==> src/rtl/mpy_sequencer_if.sv <==
// Request, multiplier and writeback signals of the MPY sequencer.
interface mpy_sequencer_if #(
  parameter int DW = 16,
  parameter int MW = 18
);
  logic            start;
  logic [DW-1:0]   op_src;
  logic [DW-1:0]   op_dst;
  logic            is_signed;
  logic            busy;
  logic [MW-1:0]   mul_a;
  logic [MW-1:0]   mul_b;
  logic [2*MW-1:0] mul_p;
  logic            mul_done;
  logic            wr_req;
  logic            wr_sel;
  logic [DW-1:0]   wr_data;
  logic            wr_ack;
  logic            op_done;

  modport slave (
    input  start, op_src, op_dst, is_signed,
    input  mul_p, mul_done, wr_ack,
    output busy, mul_a, mul_b,
    output wr_req, wr_sel, wr_data, op_done
  );

  modport master (
    output start, op_src, op_dst, is_signed,
    output mul_p, mul_done, wr_ack,
    input  busy, mul_a, mul_b,
    input  wr_req, wr_sel, wr_data, op_done
  );
endinterface

==> src/rtl/mpy_sequencer.sv <==
// MPY front/back end for the shared 18x18 multiplier; two-beat writeback.
// Define MPY_SIGNED_EN to enable sign-magnitude handling of is_signed.
module mpy_sequencer #(
  parameter int DW            = 16,
  parameter int MW            = 18,
  parameter int SETTLE_CYCLES = 1
) (
  input  logic           clk,
  input  logic           reset,
  mpy_sequencer_if.slave bus
);
  localparam int PW = 2 * DW;
  localparam int CW = $clog2(SETTLE_CYCLES + 1);

  typedef enum logic [2:0] {
    S_IDLE,
    S_SETTLE,
    S_WAIT,
    S_WR_HI,
    S_WR_LO
  } state_t;

  state_t        r_state, w_state_nxt;
  logic [CW-1:0] r_cnt, w_cnt_nxt;
  logic [MW-1:0] r_a, w_a_nxt;
  logic [MW-1:0] r_b, w_b_nxt;
  logic          r_neg, w_neg_nxt;
  logic [PW-1:0] r_prod, w_prod_nxt;
  logic          r_busy, w_busy_nxt;
  logic          r_wr_req, w_wr_req_nxt;
  logic          r_wr_sel, w_wr_sel_nxt;
  logic [DW-1:0] r_wr_data, w_wr_data_nxt;
  logic          r_op_done, w_op_done_nxt;

  logic          w_sgn_req;
  logic [DW-1:0] w_mag_src;
  logic [DW-1:0] w_mag_dst;
  logic [PW-1:0] w_cap;
  logic          w_unused;

`ifdef MPY_SIGNED_EN
  assign w_sgn_req = bus.is_signed;
`else
  assign w_sgn_req = 1'b0;
`endif

  // -32768 maps onto itself, which reads back as magnitude 0x8000
  assign w_mag_src = (w_sgn_req && bus.op_src[DW-1]) ?
                     (~bus.op_src + 1'b1) : bus.op_src;
  assign w_mag_dst = (w_sgn_req && bus.op_dst[DW-1]) ?
                     (~bus.op_dst + 1'b1) : bus.op_dst;

  assign w_cap = r_neg ? (~bus.mul_p[PW-1:0] + 1'b1)
                       : bus.mul_p[PW-1:0];

  assign w_unused = ^{bus.mul_p[2*MW-1:PW], bus.is_signed};

  always_ff @(posedge clk or posedge reset) begin
    if (reset) begin
      r_state   <= S_IDLE;
      r_cnt     <= '0;
      r_a       <= '0;
      r_b       <= '0;
      r_neg     <= 1'b0;
      r_prod    <= '0;
      r_busy    <= 1'b0;
      r_wr_req  <= 1'b0;
      r_wr_sel  <= 1'b0;
      r_wr_data <= '0;
      r_op_done <= 1'b0;
    end else begin
      r_state   <= w_state_nxt;
      r_cnt     <= w_cnt_nxt;
      r_a       <= w_a_nxt;
      r_b       <= w_b_nxt;
      r_neg     <= w_neg_nxt;
      r_prod    <= w_prod_nxt;
      r_busy    <= w_busy_nxt;
      r_wr_req  <= w_wr_req_nxt;
      r_wr_sel  <= w_wr_sel_nxt;
      r_wr_data <= w_wr_data_nxt;
      r_op_done <= w_op_done_nxt;
    end
  end

  always_comb begin
    w_state_nxt   = r_state;
    w_cnt_nxt     = r_cnt;
    w_a_nxt       = r_a;
    w_b_nxt       = r_b;
    w_neg_nxt     = r_neg;
    w_prod_nxt    = r_prod;
    w_busy_nxt    = r_busy;
    w_wr_req_nxt  = r_wr_req;
    w_wr_sel_nxt  = r_wr_sel;
    w_wr_data_nxt = r_wr_data;
    w_op_done_nxt = 1'b0;
    unique case (r_state)
      S_IDLE: begin
        if (bus.start) begin
          w_a_nxt     = {{(MW-DW){1'b0}}, w_mag_src};
          w_b_nxt     = {{(MW-DW){1'b0}}, w_mag_dst};
          w_neg_nxt   = w_sgn_req &
                        (bus.op_src[DW-1] ^ bus.op_dst[DW-1]);
          w_busy_nxt  = 1'b1;
          w_cnt_nxt   = CW'(SETTLE_CYCLES - 1);
          w_state_nxt = S_SETTLE;
        end
      end
      // multiplier done is stale right after an operand change
      S_SETTLE: begin
        if (r_cnt == '0) begin
          w_state_nxt = S_WAIT;
        end else begin
          w_cnt_nxt = r_cnt - 1'b1;
        end
      end
      S_WAIT: begin
        if (bus.mul_done) begin
          w_prod_nxt    = w_cap;
          w_wr_req_nxt  = 1'b1;
          w_wr_sel_nxt  = 1'b0;
          w_wr_data_nxt = w_cap[PW-1:DW];
          w_state_nxt   = S_WR_HI;
        end
      end
      S_WR_HI: begin
        if (bus.wr_ack) begin
          w_wr_sel_nxt  = 1'b1;
          w_wr_data_nxt = r_prod[DW-1:0];
          w_state_nxt   = S_WR_LO;
        end
      end
      S_WR_LO: begin
        if (bus.wr_ack) begin
          w_wr_req_nxt  = 1'b0;
          w_wr_sel_nxt  = 1'b0;
          w_busy_nxt    = 1'b0;
          w_op_done_nxt = 1'b1;
          w_state_nxt   = S_IDLE;
        end
      end
      default: w_state_nxt = S_IDLE;
    endcase
  end

  assign bus.busy    = r_busy;
  assign bus.mul_a   = r_a;
  assign bus.mul_b   = r_b;
  assign bus.wr_req  = r_wr_req;
  assign bus.wr_sel  = r_wr_sel;
  assign bus.wr_data = r_wr_data;
  assign bus.op_done = r_op_done;
endmodule
==> src/flat_wrapper.sv <==
// flat-port wrapper written by rule: the top's interface ports become plain ports
module mpy_sequencer_flat 
#(
  parameter int DW            = 16,
  parameter int MW            = 18,
  parameter int SETTLE_CYCLES = 1
)
  (clk, reset, bus_start, bus_op_src, bus_op_dst, bus_is_signed, bus_mul_p, bus_mul_done, bus_wr_ack, bus_busy, bus_mul_a, bus_mul_b, bus_wr_req, bus_wr_sel, bus_wr_data, bus_op_done);
  mpy_sequencer_if #(.DW(DW), .MW(MW)) bus_i ();
  input  logic clk;
  input  logic reset;
  input wire logic [$bits(bus_i.start)-1:0] bus_start;
  input wire logic [$bits(bus_i.op_src)-1:0] bus_op_src;
  input wire logic [$bits(bus_i.op_dst)-1:0] bus_op_dst;
  input wire logic [$bits(bus_i.is_signed)-1:0] bus_is_signed;
  input wire logic [$bits(bus_i.mul_p)-1:0] bus_mul_p;
  input wire logic [$bits(bus_i.mul_done)-1:0] bus_mul_done;
  input wire logic [$bits(bus_i.wr_ack)-1:0] bus_wr_ack;
  output wire logic [$bits(bus_i.busy)-1:0] bus_busy;
  output wire logic [$bits(bus_i.mul_a)-1:0] bus_mul_a;
  output wire logic [$bits(bus_i.mul_b)-1:0] bus_mul_b;
  output wire logic [$bits(bus_i.wr_req)-1:0] bus_wr_req;
  output wire logic [$bits(bus_i.wr_sel)-1:0] bus_wr_sel;
  output wire logic [$bits(bus_i.wr_data)-1:0] bus_wr_data;
  output wire logic [$bits(bus_i.op_done)-1:0] bus_op_done;
  assign bus_i.start = bus_start;
  assign bus_i.op_src = bus_op_src;
  assign bus_i.op_dst = bus_op_dst;
  assign bus_i.is_signed = bus_is_signed;
  assign bus_i.mul_p = bus_mul_p;
  assign bus_i.mul_done = bus_mul_done;
  assign bus_i.wr_ack = bus_wr_ack;
  assign bus_busy = bus_i.busy;
  assign bus_mul_a = bus_i.mul_a;
  assign bus_mul_b = bus_i.mul_b;
  assign bus_wr_req = bus_i.wr_req;
  assign bus_wr_sel = bus_i.wr_sel;
  assign bus_wr_data = bus_i.wr_data;
  assign bus_op_done = bus_i.op_done;
  mpy_sequencer #(.DW(DW), .MW(MW), .SETTLE_CYCLES(SETTLE_CYCLES)) u_core (.clk(clk), .reset(reset), .bus(bus_i));
endmodule
==> config.mk <==
export PLATFORM = sky130hd
export DESIGN_NAME = mpy_sequencer_flat
export DESIGN_NICKNAME = d
export VERILOG_FILES = /design/src/rtl/mpy_sequencer_if.sv /design/src/rtl/mpy_sequencer.sv /design/src/flat_wrapper.sv
export SDC_FILE = /design/constraint.sdc
export NUM_CORES = 1
export LEC_CHECK = 0
export CORE_MARGIN = 2
export CORE_UTILIZATION = 39
export CTS_CLUSTER_SIZE = 16
export DETAILED_ROUTE_END_ITERATION = 12
export HOLD_SLACK_MARGIN = 0.02
export PLACE_DENSITY_LB_ADDON = 0.08
export SKIP_LAST_GASP = 1
export SLEW_MARGIN = 20
export SYNTH_ARGS = -nofsm -noshare
export SYNTH_HDL_FRONTEND = slang
export SYNTH_SLANG_ARGS = --single-unit
==> constraint.sdc <==
create_clock -name clk -period 2.4 [get_ports clk]
set_clock_uncertainty 0.05 [all_clocks]
set_input_delay 0.72 -clock clk [delete_from_list [all_inputs] [get_ports clk]]
set_output_delay 0.72 -clock clk [all_outputs]
set_load 0.01 [all_outputs]
## Word level (Yosys, flattened, before mapping)

Index checks and enable logic that the tools add are counted.

| storage, ports and cells | value |
|---|---|
| flip-flop bits (word level) | 72 |
| bits of input ports | 74 |

| operators by class | value |
|---|---|
| reduce and logical (&&, ||, !) cells | 14 |
| $add $sub $neg | 1 |
| muxes and demuxes | 22 |
| eq/ne operators | 9 |

Operators with widths:

| operator | number |
|---|---|
| 16-bit two-way mux | 2 |
| 16-bit case mux with 2 select lines | 1 |
| 3-bit two-way mux | 5 |
| 3-bit case mux with 5 select lines | 1 |
| 2-bit inequality test, second input constant | 5 |
| 1-bit two-way mux | 9 |
| 3-bit AND reduction | 3 |
| 2-bit nonzero test | 4 |
| 3-bit by 2-bit equality test with 1-bit output, second input constant | 2 |
| 1-bit case mux with 2 select lines | 3 |
| 2-bit AND reduction | 3 |
| 5-bit AND reduction | 1 |
| 4-bit AND reduction | 1 |
| 3-bit by 1-bit equality test with 1-bit output, second input constant | 1 |
| 3-bit equality test, second input constant | 1 |
| 3-bit logical NOT | 1 |
| 1-bit case mux with 3 select lines | 1 |
| 3-bit nonzero test | 1 |
| 1-bit subtractor, second input constant | 1 |

## Depth between registers and ports, before layout

| depth | value |
|---|---|
| word-level depth | 3 |
| mapped depth | 5 |
| gate-level depth less buffers | 3 |

## Worst setup path before layout

No wires, ideal clock.

| timing | value |
|---|---|
| path kind | in2reg |
| start point | input bus_mul_done |
| end point | register u_core.r_prod[0] |
| data required time | 2225 ps |
| stages | 4 |
| arrival | 1538 ps |
| library setup time | 125 ps |
| setup slack | 687 ps |
| cells stage by stage | nand2b_2 nor2_4 buf_4 mux2_2 |

| between the ends | value |
|---|---|
| word-level cells in the longest chain between the ends | 1 |

RTL lines:

| element | line | RTL |
|---|---|---|
| start: declaration | flat_wrapper.sv:17 | `input wire logic [$bits(bus_i.mul_done)-1:0] bus_mul_done;` |
| 2-bit AND reduction (no source line) | n/a |  |
| end signal: assignment | mpy_sequencer.sv:77 | `r_prod <= w_prod_nxt;` |
| end: declaration | mpy_sequencer.sv:28 | `logic [PW-1:0] r_prod, w_prod_nxt;` |

No other way between the ends.
A chain may end at the register's enable or synchronous reset.

## Worst setup path in the final report

| timing | value |
|---|---|
| start point | register u_core.r_wr_sel (netlist: u_core.bus.wr_sel) |
| end point | output bus_wr_sel |

RTL lines:

| element | line | RTL |
|---|---|---|
| start: declaration | mpy_sequencer.sv:31 | `logic r_wr_sel, w_wr_sel_nxt;` |
| start signal: assignment | mpy_sequencer.sv:80 | `r_wr_sel <= w_wr_sel_nxt;` |
| end: declaration | flat_wrapper.sv:23 | `output wire logic [$bits(bus_i.wr_sel)-1:0] bus_wr_sel;` |

No word-level cell between the ends.

==> summary.md <==
| Metric | Value |
|---|---|
| Initial Util | 0.402 |
| Core Area | 0.00773 mm^2 |
| Status | finished, final reports clean |
| Area growth, synth to finish | 49.4% |
| Most frequent cell after synthesis | dfrtp_1 |
| Met2 Wirelength | 2990 um |
| Die area | 0.00869 mm^2 |
| Top cell type's share of synthesized area | 0.573 |
| Hold Buf Count CTS | 0 |
| Max Clock Freq | 487 MHz |
| Post-Synth XOR/XNOR Area | 0 |
| CP max-delay cell | clkdlybuf4s50_1 |
| Number of gates resized after CTS | 0 |
| Worst-path cell chain | clkdlybuf4s50_1 |
| Height of the die | 93.2 um |
| Ports | 130 |
| Total grt overflow | 0 |
| Type of the tightest min-delay check | reg2reg |
| DRT antenna net count | 0 |
| Critical Path Start Type | register |
| Predominant post-synthesis flop cell | dfrtp_1 |
| Core Util, Final | 0.600 |
| EDFF count, synth | 0 |
| Clock Latency Late Sink | 330 ps |
| Area contributors post-synth | dfrtp_1 57%, mux2_2 19%, mux2_4 14% |
| Count of pins over their slew limit | 0 |
| Setup violations, final | 0 |
| Setup_tns | 0 ps |
| Synth Warn # | 0 |
| Fraction of layout instances using a drive strength above 1 | 0.341 |
| Largest family of logic cells by synthesized area | multiplexers |
| Maximum fanout along the worst path | 4 |
| First-pass detailed-route iteration total | 4 |
| Vias after detailed routing | 1998 |
| Top Family by Delay on Critical Path | buffers and inverters |
| Post-detail-place hpwl | 4670 um |
| Lkg Pwr | 1.95 nW |
| Initial DRC count | 42 |
| CP Class | reg2out |
| Routed wl met3 | 488 um |
| CTS tree | done |
| RSZ-0062 raised after global routing | no |
| Synth top cells by count | 71 x dfrtp_1, 51 x mux2_2, 29 x mux2_4, 5 x buf_4 |
| Max-Cap Viols | 0 |
| Port Buffers | 120 |
| # nets final | 397 |
| Arrival @ worst endpoint | 1280 ps |
| Crit path time final | 2050 ps |
| Setup bufs post-CTS | 0 |
| Yosys top cell by area | dfrtp_1 |
| Clock transition at path regs | 70 ps |
| Routed WL | 6430 um |
| Setup crit end kind | primary output |
| Syn Area/Cell | 16.2 um^2 |
| ANT cells | 0 |
| Die X | 93.2 um |
| Cts bufs inserted | 9 |
| Final Hold Viols | 0 |
| Post-Synth Adder-Cell Area | 0 |
| Clock Sinks | 71 |
| Slew headroom | 0.654 |
| Initial antenna violation count | 0 |
| Clock root cell | clkbuf_8 |
| Syn Inst Count | 191 |
| Wire length of the first global-routing pass | 10400 um |
| Post-synthesis simple-gate area fraction | 0.0315 |
| Wl on met1 | 2890 um |
| Top Metal Used | met4 |
| FP Rows | 32 |
| Largest net degree at the start of global routing | 34 |
| H-tree lvl count | 3 |
| Avg WL per Cell | 15.0 um |
| Fraction of registers with async set or reset after synthesis | 1.00 |
| Worst slew pin tran | 518 ps |
| Critical path's largest stage delay | 560 ps |
| Sequential share of the synthesized area | 0.573 |
| PwrDens | 1260 mW/mm^2 |
| Worst endpoint required time | 1630 ps |
| Mapped Area | 0.00310 mm^2 |
| Mux cell area share after synthesis | 0.329 |
| WP buf/inv | 1 |
| Fin crit share | 0.855 |
| Gpl congestion | 0.742 |
| Vias in the first global route | 2097 |
| Synth cell types | 26 |
| Post-synthesis compound-gate area fraction | 0.0206 |
| Number of synthesized register bits | 71 |
| DRC viols | 0 |
| Maximum VDD drop | 0.510 mV |
| CTS Buffer Depth | 2 |
| DR vias/cell | 4.65 |
| Total track usage | 0.155 |
==> state kept, by name, summed over array words and instances, names as in the netlist <==
register / flops
u_core.bus.mul_a: 16
u_core.bus.mul_b: 16
u_core.r_prod: 16
u_core.bus.wr_sel: 1
u_core.bus.busy: 1
u_core.bus.wr_data: 16
u_core.bus.wr_req: 1
u_core.r_state: 3
u_core.bus.op_done: 1
==> power breakdown <==
| group | internal (W) | total (W) | switching, W |
|---|---|---|---|
| clock network | 0.000509 | 0.000926 | 0.000417 |
| logic | 0.00185 | 0.00277 | 0.000927 |
| registers | 0.00180 | 0.00213 | 0.000338 |
==> cells in the final DEF (no fill, tap or decap), types with 3 or more instances in the layout <==
cell,count
and3_2,3
mux2_4,29
buf_12,4
dfrtp_1,71
buf_4,6
clkbuf_1,3
mux2_2,51
conb_1,4
clkbuf_8,10
clkdlybuf4s50_1,120
==> per-stage QoR <==
stage / total power [W] / setup WS [ps] / instance area, um^2 / cells / hold WS (ps)
6_report: 0.00583 / 348 / 4630 / 430 / 453
4_1_cts: 0.00594 / 315 / 4630 / 430 / 459
2_1_floorplan: 0.00373 / 687 / 3120 / 194 / 425
3_5_place_dp: 0.00497 / 108 / 4440 / 414 / 440
3_3_place_gp: 0.00491 / 134 / 4440 / 414 / 436
5_1_grt: 0.00622 / 302 / 4630 / 430 / 469
==> cell type report <==
type | count | area, um^2
clock inverter | 3 | 42.5
inverter | 3 | 15.0
multi-input combinational | 108 | 1200
timing repair buffer | 130 | 1330
tap | 102 | 128
sequential | 71 | 1780
clock buffer | 13 | 149
fill | 631 | 3090
==> path summary, 6_finish.rpt <==
check / start / end / slack [ps] / cells after the start
min in group asynchronous: reset / u_core.bus.mul_b[13]$_DFFE_PP0P_ / 740 / 2
setup / recovery: u_core.bus.wr_sel$_DFFE_PP0P_ / bus_wr_sel / 350 / 1
hold reg to reg: u_core.r_prod[6]$_DFFE_PP0P_ / u_core.r_prod[6]$_DFFE_PP0P_ / 450 / 1
setup reg to reg: u_core.r_state[0]$_DFFE_PP0P_ / u_core.bus.mul_a[14]$_DFFE_PP0P_ / 650 / 4
max in group asynchronous: reset / u_core.bus.mul_a[4]$_DFFE_PP0P_ / 1060 / 3
hold / removal: u_core.r_prod[6]$_DFFE_PP0P_ / u_core.r_prod[6]$_DFFE_PP0P_ / 450 / 1
==> layer usage <==
metal | vias to the layer above | track usage
li1 | 929 | -
met1 | 981 | 0.210
met2 | 80 | 0.241
met3 | 8 | 0.0427
met4 | 0 | 0.0515
met5 | - | 0
==> cells by family after synthesis <==
group / Yosys count
AO/OA/AOI/OAI: 8
buffers and inverters: 15
flip-flops: 71
multiplexers: 81
other: 1
AND/OR/NAND/NOR: 15
Note: power is estimated with default switching activity, not from simulation.
